==> src/rtl/eth_pkg.sv <==
// Shared Ethernet definitions for the RX frame filter and the TX path:
// framing bytes, CRC-32 constants, broadcast address and RX state encoding.
package eth_pkg;

    localparam logic [7:0]  ETH_PREAMBLE    = 8'h55;
    localparam logic [7:0]  ETH_SFD         = 8'hD5;
    localparam logic [31:0] ETH_CRC_POLY    = 32'hEDB88320;
    localparam logic [31:0] ETH_CRC_INIT    = 32'hFFFFFFFF;
    localparam logic [31:0] ETH_CRC_RESIDUE = 32'hDEBB20E3;
    localparam logic [47:0] ETH_BCAST_ADDR  = 48'hFFFF_FFFF_FFFF;
    localparam int          ETH_ADDR_BYTES  = 6;

    typedef enum logic [2:0] {
        SYNC,
        ADDR,
        FLUSH,
        FWD,
        DROP
    } rx_state_e;

endpackage

==> src/rtl/eth_crc32_byte.sv <==
// One-byte step of the reflected Ethernet CRC-32 (LSB of the byte first).
// Purely combinational so RX and TX can chain it onto their own CRC register.
module eth_crc32_byte
    import eth_pkg::*;
(
    input  logic [31:0] crc_in,
    input  logic [7:0]  data_in,
    output logic [31:0] crc_out
);

    logic [31:0] stage [0:8];

    assign stage[0] = crc_in;

    // One shift/conditional-XOR per data bit, bit 0 of the byte processed first.
    for (genvar gi = 0; gi < 8; gi++) begin : g_bit
        assign stage[gi+1] = {1'b0, stage[gi][31:1]}
                           ^ (ETH_CRC_POLY & {32{stage[gi][0] ^ data_in[gi]}});
    end

    assign crc_out = stage[8];

endmodule

==> src/rtl/eth_rx_frame_filter.sv <==
// MII RX frame filter: strips preamble/SFD, filters on destination address,
// checks FCS and length, forwards accepted frames with an end-of-frame error
// flag and keeps saturating frame statistics.
module eth_rx_frame_filter
    import eth_pkg::*;
#(
    parameter int MIN_LEN = 64,
    parameter int MAX_LEN = 1518,
    parameter int CNT_W   = 16
) (
    input  logic             clk,
    input  logic             reset,
    input  logic [7:0]       in_data,
    input  logic             in_valid,
    input  logic             in_last,
    output logic             in_ready,
    input  logic [47:0]      cfg_mac_addr,
    input  logic             cfg_promisc,
    output logic [7:0]       out_data,
    output logic             out_valid,
    output logic             out_last,
    output logic             out_err,
    input  logic             out_ready,
    output logic [CNT_W-1:0] cnt_ok,
    output logic [CNT_W-1:0] cnt_addr_drop,
    output logic [CNT_W-1:0] cnt_err
);

    // Length counter only needs to reach MAX_LEN+1, where it saturates.
    localparam int               LEN_W   = $clog2(MAX_LEN + 2);
    localparam logic [LEN_W-1:0] LEN_SAT = LEN_W'(MAX_LEN + 1);
    localparam logic [LEN_W-1:0] LEN_MIN = LEN_W'(MIN_LEN);
    localparam logic [LEN_W-1:0] LEN_MAX = LEN_W'(MAX_LEN);

    function automatic logic [CNT_W-1:0] sat_inc(input logic [CNT_W-1:0] v);
        return (&v) ? v : v + 1'b1;
    endfunction

    rx_state_e        state_q, state_d;
    logic [31:0]      crc_q, crc_d;
    logic [LEN_W-1:0] len_q, len_d;
    logic [47:0]      da_q, da_d;
    logic [2:0]       idx_q, idx_d;
    logic [7:0]       out_data_q, out_data_d;
    logic             out_valid_q, out_valid_d;
    logic             out_last_q, out_last_d;
    logic             out_err_q, out_err_d;
    logic [CNT_W-1:0] cnt_ok_q, cnt_ok_d;
    logic [CNT_W-1:0] cnt_addr_drop_q, cnt_addr_drop_d;
    logic [CNT_W-1:0] cnt_err_q, cnt_err_d;

    logic             out_load;
    logic             in_fire;
    logic [31:0]      crc_next;
    logic [LEN_W-1:0] len_inc;
    logic [47:0]      da_shift;
    logic             addr_match;
    logic             frame_bad;
    logic             ok_inc;
    logic             drop_inc;
    logic             err_inc;

    eth_crc32_byte u_crc (
        .crc_in  (crc_q),
        .data_in (in_data),
        .crc_out (crc_next)
    );

    // The output register may take a new byte whenever it is empty or being drained.
    assign out_load   = ~out_valid_q | out_ready;
    assign in_fire    = in_valid & in_ready;
    assign len_inc    = (len_q == LEN_SAT) ? len_q : len_q + 1'b1;
    assign da_shift   = {da_q[39:0], in_data};
    assign addr_match = (da_shift == cfg_mac_addr) | (da_shift == ETH_BCAST_ADDR) | cfg_promisc;
    assign frame_bad  = (crc_next != ETH_CRC_RESIDUE) | (len_inc < LEN_MIN) | (len_inc > LEN_MAX);

    // Input is stalled while the buffered DA is replayed, and in FWD only when the output cannot load.
    always_comb begin
        case (state_q)
            FLUSH:   in_ready = 1'b0;
            FWD:     in_ready = out_load;
            default: in_ready = 1'b1;
        endcase
    end

    // Next-state, datapath and output-register update for the frame FSM.
    always_comb begin
        state_d     = state_q;
        crc_d       = crc_q;
        len_d       = len_q;
        da_d        = da_q;
        idx_d       = idx_q;
        out_data_d  = out_data_q;
        out_valid_d = out_valid_q;
        out_last_d  = out_last_q;
        out_err_d   = out_err_q;
        ok_inc      = 1'b0;
        drop_inc    = 1'b0;
        err_inc     = 1'b0;

        // A consumed byte empties the register unless something reloads it below.
        if (out_ready) begin
            out_valid_d = 1'b0;
            out_last_d  = 1'b0;
            out_err_d   = 1'b0;
        end

        case (state_q)
            SYNC: begin
                if (in_fire) begin
                    if (in_last) begin
                        err_inc = 1'b1;
                    end else if (in_data == ETH_SFD) begin
                        state_d = ADDR;
                        crc_d   = ETH_CRC_INIT;
                        len_d   = '0;
                    end else if (in_data != ETH_PREAMBLE) begin
                        state_d = DROP;
                    end
                end
            end
            ADDR: begin
                if (in_fire) begin
                    da_d  = da_shift;
                    crc_d = crc_next;
                    len_d = len_inc;
                    if (in_last) begin
                        state_d = SYNC;
                        err_inc = 1'b1;
                    end else if (len_q == LEN_W'(ETH_ADDR_BYTES - 1)) begin
                        idx_d = '0;
                        if (addr_match) begin
                            state_d = FLUSH;
                        end else begin
                            state_d  = DROP;
                            drop_inc = 1'b1;
                        end
                    end
                end
            end
            FLUSH: begin
                // DA buffer is shifted out MSB byte first, i.e. in wire order.
                if (out_load) begin
                    out_data_d  = da_q[47:40];
                    out_valid_d = 1'b1;
                    out_last_d  = 1'b0;
                    out_err_d   = 1'b0;
                    da_d        = {da_q[39:0], 8'h00};
                    idx_d       = idx_q + 1'b1;
                    if (idx_q == 3'(ETH_ADDR_BYTES - 1)) begin
                        state_d = FWD;
                    end
                end
            end
            FWD: begin
                if (in_fire) begin
                    out_data_d  = in_data;
                    out_valid_d = 1'b1;
                    out_last_d  = in_last;
                    out_err_d   = in_last & frame_bad;
                    crc_d       = crc_next;
                    len_d       = len_inc;
                    if (in_last) begin
                        state_d = SYNC;
                        if (frame_bad) begin
                            err_inc = 1'b1;
                        end else begin
                            ok_inc = 1'b1;
                        end
                    end
                end
            end
            DROP: begin
                if (in_fire && in_last) begin
                    state_d = SYNC;
                end
            end
            default: begin
                state_d = SYNC;
            end
        endcase
    end

    // Saturating statistics counters.
    always_comb begin
        cnt_ok_d        = ok_inc   ? sat_inc(cnt_ok_q)        : cnt_ok_q;
        cnt_addr_drop_d = drop_inc ? sat_inc(cnt_addr_drop_q) : cnt_addr_drop_q;
        cnt_err_d       = err_inc  ? sat_inc(cnt_err_q)       : cnt_err_q;
    end

    // State and datapath registers; reset aborts any frame in progress.
    always_ff @(posedge clk or negedge reset) begin
        if (!reset) begin
            state_q         <= SYNC;
            crc_q           <= ETH_CRC_INIT;
            len_q           <= '0;
            da_q            <= '0;
            idx_q           <= '0;
            out_data_q      <= 8'h00;
            out_valid_q     <= 1'b0;
            out_last_q      <= 1'b0;
            out_err_q       <= 1'b0;
            cnt_ok_q        <= '0;
            cnt_addr_drop_q <= '0;
            cnt_err_q       <= '0;
        end else begin
            state_q         <= state_d;
            crc_q           <= crc_d;
            len_q           <= len_d;
            da_q            <= da_d;
            idx_q           <= idx_d;
            out_data_q      <= out_data_d;
            out_valid_q     <= out_valid_d;
            out_last_q      <= out_last_d;
            out_err_q       <= out_err_d;
            cnt_ok_q        <= cnt_ok_d;
            cnt_addr_drop_q <= cnt_addr_drop_d;
            cnt_err_q       <= cnt_err_d;
        end
    end

    assign out_data      = out_data_q;
    assign out_valid     = out_valid_q;
    assign out_last      = out_last_q;
    assign out_err       = out_err_q;
    assign cnt_ok        = cnt_ok_q;
    assign cnt_addr_drop = cnt_addr_drop_q;
    assign cnt_err       = cnt_err_q;

endmodule
==> config.mk <==
export PLATFORM = sky130hd
export DESIGN_NAME = eth_rx_frame_filter
export DESIGN_NICKNAME = d
export VERILOG_FILES = /design/src/rtl/eth_pkg.sv /design/src/rtl/eth_crc32_byte.sv /design/src/rtl/eth_rx_frame_filter.sv
export SDC_FILE = /design/constraint.sdc
export NUM_CORES = 1
export LEC_CHECK = 0
export BUFFER_PORTS_ARGS = -buffer_cell sky130_fd_sc_hd__buf_4
export CAP_MARGIN = 25
export CORE_ASPECT_RATIO = 0.8
export CORE_MARGIN = 5
export CORE_UTILIZATION = 45
export DETAILED_ROUTE_END_ITERATION = 8
export SYNTH_ARGS = -nofsm -noshare
export SYNTH_HDL_FRONTEND = slang
export SYNTH_SLANG_ARGS = --single-unit
==> constraint.sdc <==
create_clock -name clk -period 8.2 [get_ports clk]
set_input_delay 2.05 -clock clk [delete_from_list [all_inputs] [get_ports clk]]
set_output_delay 2.05 -clock clk [all_outputs]
set_load 0.05 [all_outputs]
==> results_dict.tcl, run 1 <==
set metrics [dict create \
    power_mw 4.01 \
    start_util_pct 46.2 \
    num_io_pins 122 \
    insertion_delay_ns 0.42 \
    synth_top_flop_cell "dfrtp_1" \
    slowest_delay_ns 0.62 \
    synth_cell_types 65 \
    tightestPinTransition_ns 0.952 \
    wl_per_cell_microns 17.7 \
    synth_top_cell_by_area "dfrtp_1" \
    gp_congestion 0.885 \
    crit_buf_inv 1 \
    grt-ovfl-total 0 \
    grt_pass1_vias 6676 \
    synthArstFlopShare_pct 100 \
    rsz0062_at_grt "no" \
    critPathLaunchType "input pin" \
    dieWidth_microns 167 \
    ant_nets 0 \
    wl_microns 22900 \
    synth_edf_count 0 \
    ys_seq_elements 156 \
    antennaDiodeCount 0 \
    finalCritPeriodShare_pct 65.3 \
    nets 1095 \
    design.core.area_sq_um 19100 \
    rows 45 \
    area_delta_synth_final_pct 18.8 \
    cts_tree "yes" \
    cts.sinks 156 \
    pwr-share-comb_pct 48.7 \
    synth.most_common_cell "nand2_1" \
    pwr-share-clk_pct 20.2 \
    path_cells "buf_4, xnor2_1, xnor2_2, ha_1, nand2_1, nand4b_1, a2111oi_4, o2111ai_1, a2111oi_4, and4b_1, nor3_1, mux2_4" \
    clock_skew_ns 0.00950 \
    crit_fanout 15 \
    switchingPower_mw 1.75 \
    yosys-top-cells-area "dfrtp_1, dfstp_2, xor2_1, nand2_1, xnor2_1" \
    dr.pass1.iters 5 \
    cts-resized-gates 0 \
    finalSetupViolCount 0 \
    drtIter0Drc 516 \
    seqPwrFrac_pct 31.2 \
    final_hold_viol_count 0 \
    die_area_sq_um 22600 \
    finalSetupTns_ns 0 \
    die_h_microns 135 \
    yosysTopAreaCellShare_pct 35.1 \
    clk_pin_slew_worst_paths_ns 0.06 \
    drive_gt1_share_pct 20.9 \
    p_int_mw 2.26 \
    crit_arrival_ns 5.67 \
    antenna_found_initial 0 \
    critPathSlowestCell "and4b_1" \
    cts_htree_levels 4 \
    fmax_mhz 187 \
    grt_max_degree 89 \
    via_count 6926 \
    path_common_cell "a2111oi_4" \
    cap_viol_max_count 0 \
    worst_setup_path_end_kind "flop" \
    ys_top_cells_by_count "nand2_1, dfrtp_1, xor2_1" \
    crit_required_ns 8.51 \
    crit_family "simple AND/OR/NAND/NOR gates" \
    maxSlewHeadroom_pct 36.0 \
    crit_type "input pin to flop" \
    cts_setup_buffers 0 \
    cts_made_buffers 17 \
    avgSynthCellArea_sq_um 9.55 \
    post-route-drc-count 0 \
    report.final.slew_viol_count 0 \
    status "finished clean" \
    grt_pass1_wl_microns 37100 \
    via_per_inst 5.34 \
    ys_seq_area_share_pct 44.6 \
    ctsLongestPathBuffers 2 \
    hold_buffers 0 \
    postSynthCellCount 926 \
    grt.total_usage_pct 20.6 \
    post-dp-hpwl_microns 16700 \
    switching_share_pct 43.6 \
    hold_class "flop to flop" \
    syn-num-nets 996 \
    leakagePower_nw 4.96 \
    ys_warn_count 0 \
    p_per_area_nw_per_um2 381 \
    ir_drop_mv 0.239 \
    numPortBuffers 121 \
    cts-root-buf "clkbuf_16" \
    fin_crit_ns 5.36 \
    syn-cell-area_sq_um 8850 \
]
-- kinds of logic after synthesis --
kind of cell	share of synthesized area, %
adder cells (fa/ha/maj)	1.13
multiplexers	2.18
XOR/XNOR	18.8
AND/OR/NAND/NOR	22.0
flip-flops	44.6
buffers and inverters	2.91
AO/OA/AOI/OAI	8.41
-- final cells by class --
| cell class | count | area, sq um |
|---|---|---|
| Fill cell | 1783 | 8630 |
| Multi-Input combinational cell | 714 | 4660 |
| Sequential cell | 156 | 3940 |
| Timing Repair Buffer | 126 | 950 |
| Clock buffer | 17 | 425 |
| Tap cell | 258 | 323 |
| Clock inverter | 15 | 179 |
| Inverter | 10 | 37.5 |
-- routing by layer --
layer  part of all wire (%)  global-route usage (%)  up-vias  wire length (microns)
met3                    5.6                    4.40       18                   1280
li1                       -                       -     3367                      -
met2                     42                    29.6      198                   9720
met1                     51                    31.8     3343                  11700
met5                      0                       0        -                      0
met4                   0.94                    4.18        0                    216
-- state kept, by name, summed over array words and instances (netlist names) --
register	cells
state_q	3
out_valid	1
out_err	1
out_data	8
crc_q	32
out_last	1
len_q	11
cnt_addr_drop	16
cnt_ok	16
cnt_err	16
da_q	48
idx_q	3
-- per-stage QoR --
step / worst slack (ns) / instances / area (sq um) / hold slack [ns] / util, %
2_1_floorplan: 3.23 / 926 / 8850 / 0.445 / -
4_1_cts: 2.87 / 1296 / 10500 / 0.480 / 54.9
3_3_place_gp: 2.56 / 1264 / 9910 / 0.460 / 51.8
6_report: 2.84 / 1296 / 10500 / 0.476 / 54.9
5_1_grt: 2.72 / 1296 / 10500 / 0.501 / 54.9
3_5_place_dp: 2.44 / 1264 / 9910 / 0.463 / 51.8
-- worst min-delay path, cell delays in order, from the launching register on --
cell,delay [ns]
dfrtp_1,0.34
nand2_1,0.05
nand2_1,0.05
-- worst paths after layout --
| check | slack [ns] | start | cells after the start | to |
|---|---|---|---|---|
| worst max-delay path | 2.84 | in_data[0] | 12 | cnt_err[1] |
| worst min-delay path | 0.48 | da_q[46] | 2 | da_q[46] |
| worst max register to register | 4.15 | crc_q[0] | 11 | cnt_err[1] |
| worst min register to register | 0.48 | da_q[46] | 2 | da_q[46] |
| max in group asynchronous | 5.14 | reset | 2 | out_data[5] |
| min in group asynchronous | 1.66 | reset | 1 | len_q[0] |
-- power by group through the flow --
stage | clock network [mW] | registers, mW | logic, mW
floorplan | 0 | 1.30 | 1.39
global placement | 0 | 1.26 | 1.93
detailed placement | 0 | 1.26 | 1.93
CTS | 0.829 | 1.25 | 1.95
global route | 0.861 | 1.28 | 2.13
finish | 0.808 | 1.25 | 1.95
-- cell usage in the layout (no fill, tap or decap), types with 16 or more instances in the layout --
cell type and instances:
buf_4 125, o21ai_0 36, nand3_1 22, nand2_1 184, nand4_1 28, xnor2_1 66, clkbuf_16 17, a21oi_1 39
nor4_1 24, nor2_1 62, dfrtp_1 124, and3_1 16, xor2_1 86, dfstp_2 32
Power figures use the tool's default switching activity.
==> run 2, diff against run 1 <==
--- a/config.mk
+++ b/config.mk
@@ -5,12 +5,14 @@
 export SDC_FILE = /design/constraint.sdc
 export NUM_CORES = 1
 export LEC_CHECK = 0
+export ABC_AREA = 1
 export BUFFER_PORTS_ARGS = -buffer_cell sky130_fd_sc_hd__buf_4
 export CAP_MARGIN = 25
 export CORE_ASPECT_RATIO = 0.8
 export CORE_MARGIN = 5
 export CORE_UTILIZATION = 45
 export DETAILED_ROUTE_END_ITERATION = 8
+export PLACE_DENSITY = 0.67
 export SYNTH_ARGS = -nofsm -noshare
 export SYNTH_HDL_FRONTEND = slang
 export SYNTH_SLANG_ARGS = --single-unit
==> constraint.sdc (replaced) <==
create_clock -name clk -period 4.4 [get_ports clk]
set_input_delay 1.1 -clock clk [delete_from_list [all_inputs] [get_ports clk]]
set_output_delay 1.1 -clock clk [all_outputs]
set_load 0.05 [all_outputs]
==> results_dict.tcl, run 2 <==
set metrics [dict create \
    cts_setup_buffers 0 \
    wl_per_cell_microns 16.1 \
    antennaDiodeCount 0 \
    critPathSlowestCell "nor2_1" \
    dieWidth_microns 178 \
    status "finished clean" \
    hold_path_depth 2 \
    hold_buffers 0 \
    synth_top_cell_by_area "dfrtp_1" \
    final_hold_viol_count 0 \
    start_util_pct 45.5 \
    final_common_cell "nand2_1" \
    wl_microns 30600 \
    die_h_microns 145 \
    placed_cell_area_sq_um 11400 \
    cts-root-buf "clkbuf_16" \
    gp_congestion 0.946 \
    crit_type "input pin to flop" \
    yosysTopAreaCellShare_pct 30.5 \
    yosys-top-cells-area "dfrtp_1, nand2_1, dfstp_2, inv_1, xnor2_1" \
    highest_layer "met4" \
    layout.cell_area.non_filler_sq_um 12000 \
    clock_skew_ns 0.0133 \
    r2r_cells 17 \
    finalCritPeriodShare_pct 74.9 \
    ys_warn_count 0 \
    cts_htree_levels 4 \
    grt_max_degree 86 \
    hold_class "flop to flop" \
    ctsLongestPathBuffers 2 \
    nets 1655 \
    wl_met3_microns 2260 \
    die_area_sq_um 25800 \
    ir_drop_mv 0.339 \
    syn-num-nets 1532 \
    synth_top_flop_cell "dfrtp_1" \
    via_per_inst 5.26 \
    ys_seq_area_share_pct 38.7 \
    report.final.slew_viol_count 0 \
    crit_arrival_ns 3.63 \
    worst_setup_path_end_kind "flop" \
    synth_cell_types 39 \
    critPathLaunchType "input pin" \
    grt.total_usage_pct 24.3 \
    fin_cells 1904 \
    cts.sinks 156 \
    post-dp-hpwl_microns 23400 \
    nFillCells 2220 \
    maxSlewHeadroom_pct 45.6 \
    ant_nets 0 \
    wl_met2_microns 13100 \
    grt-ovfl-total 0 \
    path_cells "buf_4, inv_2, nand2_2, nand2_2, nand2_1, nand2_4, nand2_1, nand2_1, nand2_1, nand2_1, nand2_1, nor2_1, nand2_1, nor2_1, nand4_1, nor2_2, nand2_1, xor2_1, inv_1" \
    crit_fanout 11 \
    finalSetupViolCount 0 \
    wl_met1_microns 15000 \
    clk_pin_slew_worst_paths_ns 0.08 \
    cts_tree "yes" \
    numPortBuffers 121 \
    design.core.area_sq_um 22400 \
    antenna_found_initial 0 \
    path_common_cell "nand2_1" \
    avgSynthCellArea_sq_um 6.97 \
    area_delta_synth_final_pct 18.2 \
    postSynthCellCount 1462 \
    dp_cells 1872 \
    post-route-drc-count 0 \
    fin_crit_ns 3.30 \
    finalSetupTns_ns 0 \
    num_io_pins 122 \
    grt_pass1_vias 9400 \
    rsz0062_at_grt "no" \
    crit_required_ns 4.73 \
    grt_pass1_wl_microns 49800 \
    syn-cell-area_sq_um 10200 \
    final_cell_mix "nand2_1, inv_1, buf_4" \
    drive_gt1_share_pct 16.6 \
    leakagePower_nw 6.03 \
    cts_made_buffers 17 \
    tightestPinTransition_ns 0.815 \
    ys_top_cells_by_count "nand2_1, inv_1, dfrtp_1" \
    top_regs "da_q: 48 flops, crc_q: 32 flops" \
    drtIter0Drc 987 \
    hold_ws_ns 0.482 \
    slowest_delay_ns 0.26 \
    insertion_delay_ns 0.44 \
    cap_viol_max_count 0 \
    ys_seq_elements 156 \
    largest_register_ffs 48 \
    regMostFlops "da_q" \
    synthArstFlopShare_pct 100 \
    synth.most_common_cell "nand2_1" \
    cts-resized-gates 0 \
    rows 49 \
    dr.pass1.iters 7 \
    p_per_area_nw_per_um2 611 \
    via_count 10019 \
    power_mw 7.36 \
    fmax_mhz 303 \
    synth_edf_count 0 \
]
## run 2: per-layer routing
| metal | up-vias | global-route usage (%) |
|---|---|---|
| met3 | 21 | 4.34 |
| met5 | - | 0 |
| li1 | 4940 | - |
| met4 | 0 | 4.36 |
| met2 | 329 | 35.6 |
| met1 | 4729 | 37.7 |
## run 2: stage by stage
| stage | setup slack (ns) | util, % |
|---|---|---|
| after floorplan | 0.824 | - |
| after global placement | 0.759 | 51.0 |
| after detailed placement | 0.724 | 51.0 |
| after CTS | 1.19 | 53.8 |
| after global routing | 0.826 | 53.8 |
| final | 1.10 | 53.8 |
## run 2: cells by family after synthesis
| group | Yosys count | synth area share [%] |
|---|---|---|
| flops | 156 | 38.7 |
| buf+inv | 201 | 7.88 |
| xor+xnor | 92 | 7.91 |
| compound gates | 133 | 7.68 |
| simple gates | 872 | 36.8 |
| fa+ha+maj | 8 | 0.983 |
## run 2: final cells by class
class / instances / area, sq um / area share [%]
Timing Repair Buffer: 133 / 1000 / 8.33
Sequential cell: 156 / 3940 / 32.8
Inverter: 172 / 648 / 5.38
Multi-Input combinational cell: 1105 / 5440 / 45.2
Clock inverter: 15 / 190 / 1.58
Tap cell: 306 / 383 / 3.18
Clock buffer: 17 / 425 / 3.53
## run 2: worst max-delay path: cells and delay by family
family	cells	cell delay (ns)
simple gates	15	2.05
buf+inv	3	0.31
xor+xnor	1	0.15
## run 2: final timing paths
path | end | slack [ns] | from
worst max-delay path | cnt_ok[6] | 1.10 | in_data[0]
worst min-delay path | da_q[47] | 0.48 | da_q[47]
worst max register to register | cnt_ok[6] | 1.36 | crc_q[0]
worst min register to register | da_q[47] | 0.48 | da_q[47]
max in group asynchronous | crc_q[15] | 2.79 | reset
min in group asynchronous | cnt_addr_drop[5] | 0.73 | reset
## run 2: report_power, final
part           switching (mW)  internal, mW  total, mW
combinational            2.50          1.04       3.54
clock                   0.727         0.821       1.55
sequential              0.396          1.87       2.27
total                    3.62          3.74       7.36
==> run 3, diff against run 2 <==
==> constraint.sdc (replaced) <==
create_clock -name clk -period 3 [get_ports clk]
set_input_delay 0.75 -clock clk [delete_from_list [all_inputs] [get_ports clk]]
set_output_delay 0.75 -clock clk [all_outputs]
set_load 0.05 [all_outputs]
==> results_dict.tcl, run 3 (synthesis gave the netlist of run 2 again) <==
set metrics [dict create \
    report.final.slew_viol_count 0 \
    grt.total_usage_pct 24.8 \
    finalSetupTns_ns 0 \
    drive_gt1_share_pct 22.4 \
    dr.pass1.iters 5 \
    hold_ws_ns 0.296 \
    setup_ws_ns 0.272 \
    nFillCells 2155 \
    hold_class "input pin to async pin" \
    pwr-share-comb_pct 53.5 \
    gp_congestion 0.977 \
    finalSetupViolCount 0 \
    r2r_cells 21 \
    top_regs "da_q: 48 flops, crc_q: 32 flops" \
    insertion_delay_ns 0.44 \
    drtIter0Drc 881 \
    status "finished clean" \
    clock_skew_ns 0.0120 \
    worst_setup_path_end_kind "flop" \
    final_common_cell "nand2_1" \
    numPortBuffers 121 \
    maxSlewHeadroom_pct 60.4 \
    cts_made_buffers 17 \
    seqPwrFrac_pct 28.6 \
    p_int_mw 6.24 \
    num_io_pins 122 \
    cts-root-buf "clkbuf_16" \
    dieWidth_microns 178 \
    switchingPower_mw 5.36 \
    fin_crit_ns 2.73 \
    cts_setup_buffers 0 \
    rows 49 \
    crit_required_ns 3.33 \
    finalCritPeriodShare_pct 90.9 \
    post-route-drc-count 0 \
    area_delta_synth_final_pct 27.2 \
    die_area_sq_um 25800 \
    pre_cts_ws_ns -0.0798 \
    regMostFlops "da_q" \
    ctsLongestPathBuffers 2 \
    start_util_pct 45.5 \
    ant_nets 0 \
    die_h_microns 145 \
    leakagePower_nw 6.56 \
    nets 1763 \
    ir_drop_mv 0.511 \
    fmax_mhz 367 \
    antennaDiodeCount 0 \
    clk_pin_slew_worst_paths_ns 0.06 \
    grt_max_degree 59 \
    via_count 10243 \
    crit_type "flop to flop" \
    grt_pass1_wl_microns 50300 \
    final_cell_mix "nand2_1, buf_4, inv_1" \
    pwr-share-clk_pct 17.8 \
    via_per_inst 5.09 \
    p_per_area_nw_per_um2 895 \
    power_mw 11.6 \
    largest_register_ffs 48 \
    crit_fanout 9 \
    cts.sinks 156 \
    critPathLaunchType "flop" \
    crit_arrival_ns 3.06 \
    cts_htree_levels 4 \
    grt_pass1_vias 9751 \
    cts_tree "yes" \
    wl_per_cell_microns 15.4 \
    final_hold_viol_count 0 \
    antenna_found_initial 0 \
    wl_microns 31100 \
    cap_viol_max_count 0 \
    tightestPinTransition_ns 0.594 \
    design.core.area_sq_um 22400 \
    switching_share_pct 46.2 \
    grt-ovfl-total 0 \
    post-route-util_pct 57.9 \
    post-dp-hpwl_microns 24200 \
]
[run 3: through the flow]
step | area (sq um) | std cells
after global routing | 13000 | 2012
after detailed placement | 12400 | 1980
after floorplan | 10200 | 1462
final | 13000 | 2012
after global placement | 12400 | 1980
after CTS | 12900 | 2012
[run 3: critical path, stage by stage (launching register included)]
cell,delay (ns)
dfstp_2,0.55
inv_1,0.08
nand2_1,0.08
nand2_2,0.13
buf_4,0.17
nand2_1,0.05
nand2_1,0.10
nand2_1,0.08
nand2_1,0.15
nor2_2,0.15
nand3_1,0.10
inv_1,0.06
nand2_1,0.05
nor2_1,0.10
nand2_1,0.08
nor2_2,0.14
nand3_1,0.11
nand2_2,0.10
inv_2,0.10
buf_12,0.15
nand3_1,0.06
nand2_1,0.05
[run 3: layout make-up]
class | instances | area (sq um) | area share (%)
multi-input combinational | 1105 | 5500 | 42.4
sequential | 156 | 3940 | 30.4
timing repair buffer | 241 | 1930 | 14.9
inverter | 172 | 648 | 5.00
clock buffer | 22 | 474 | 3.66
tap | 306 | 383 | 2.96
clock inverter | 10 | 81.3 | 0.628
[run 3: final timing paths]
check	startpoint	end	slack, ns
worst max-delay path	crc_q[0]	cnt_err[9]	0.27
worst min-delay path	reset	cnt_addr_drop[9]	0.30
worst max register to register	crc_q[0]	cnt_err[9]	0.27
worst min register to register	da_q[44]	da_q[44]	0.48
max in group asynchronous	reset	crc_q[30]	1.98
min in group clk	da_q[44]	da_q[44]	0.48
[run 3: timing repair]
action                                  4_1_cts  5_1_grt
resized for setup                             0       13
endpoints found under the setup margin        0       20
hold buffers                                  0        0
endpoints found under the hold margin         0        0
[run 3: per-layer routing]
metal  up-vias  share of wire (%)  track usage, %
met3        42                7.3            5.12
li1       5150                  -               -
met1      4750                 49            37.8
met4         0                1.5            6.06
met2       301                 42            35.9
met5         -                  0               0
[run 3: power by group through the flow]
stage	Clock (mW)	Combinational (mW)	Sequential (mW)
after floorplan	0	3.49	3.41
after global placement	0	5.99	3.33
after detailed placement	0	6.07	3.33
after CTS	2.11	6.09	3.30
after global routing	2.20	6.89	3.40
final	2.07	6.21	3.32
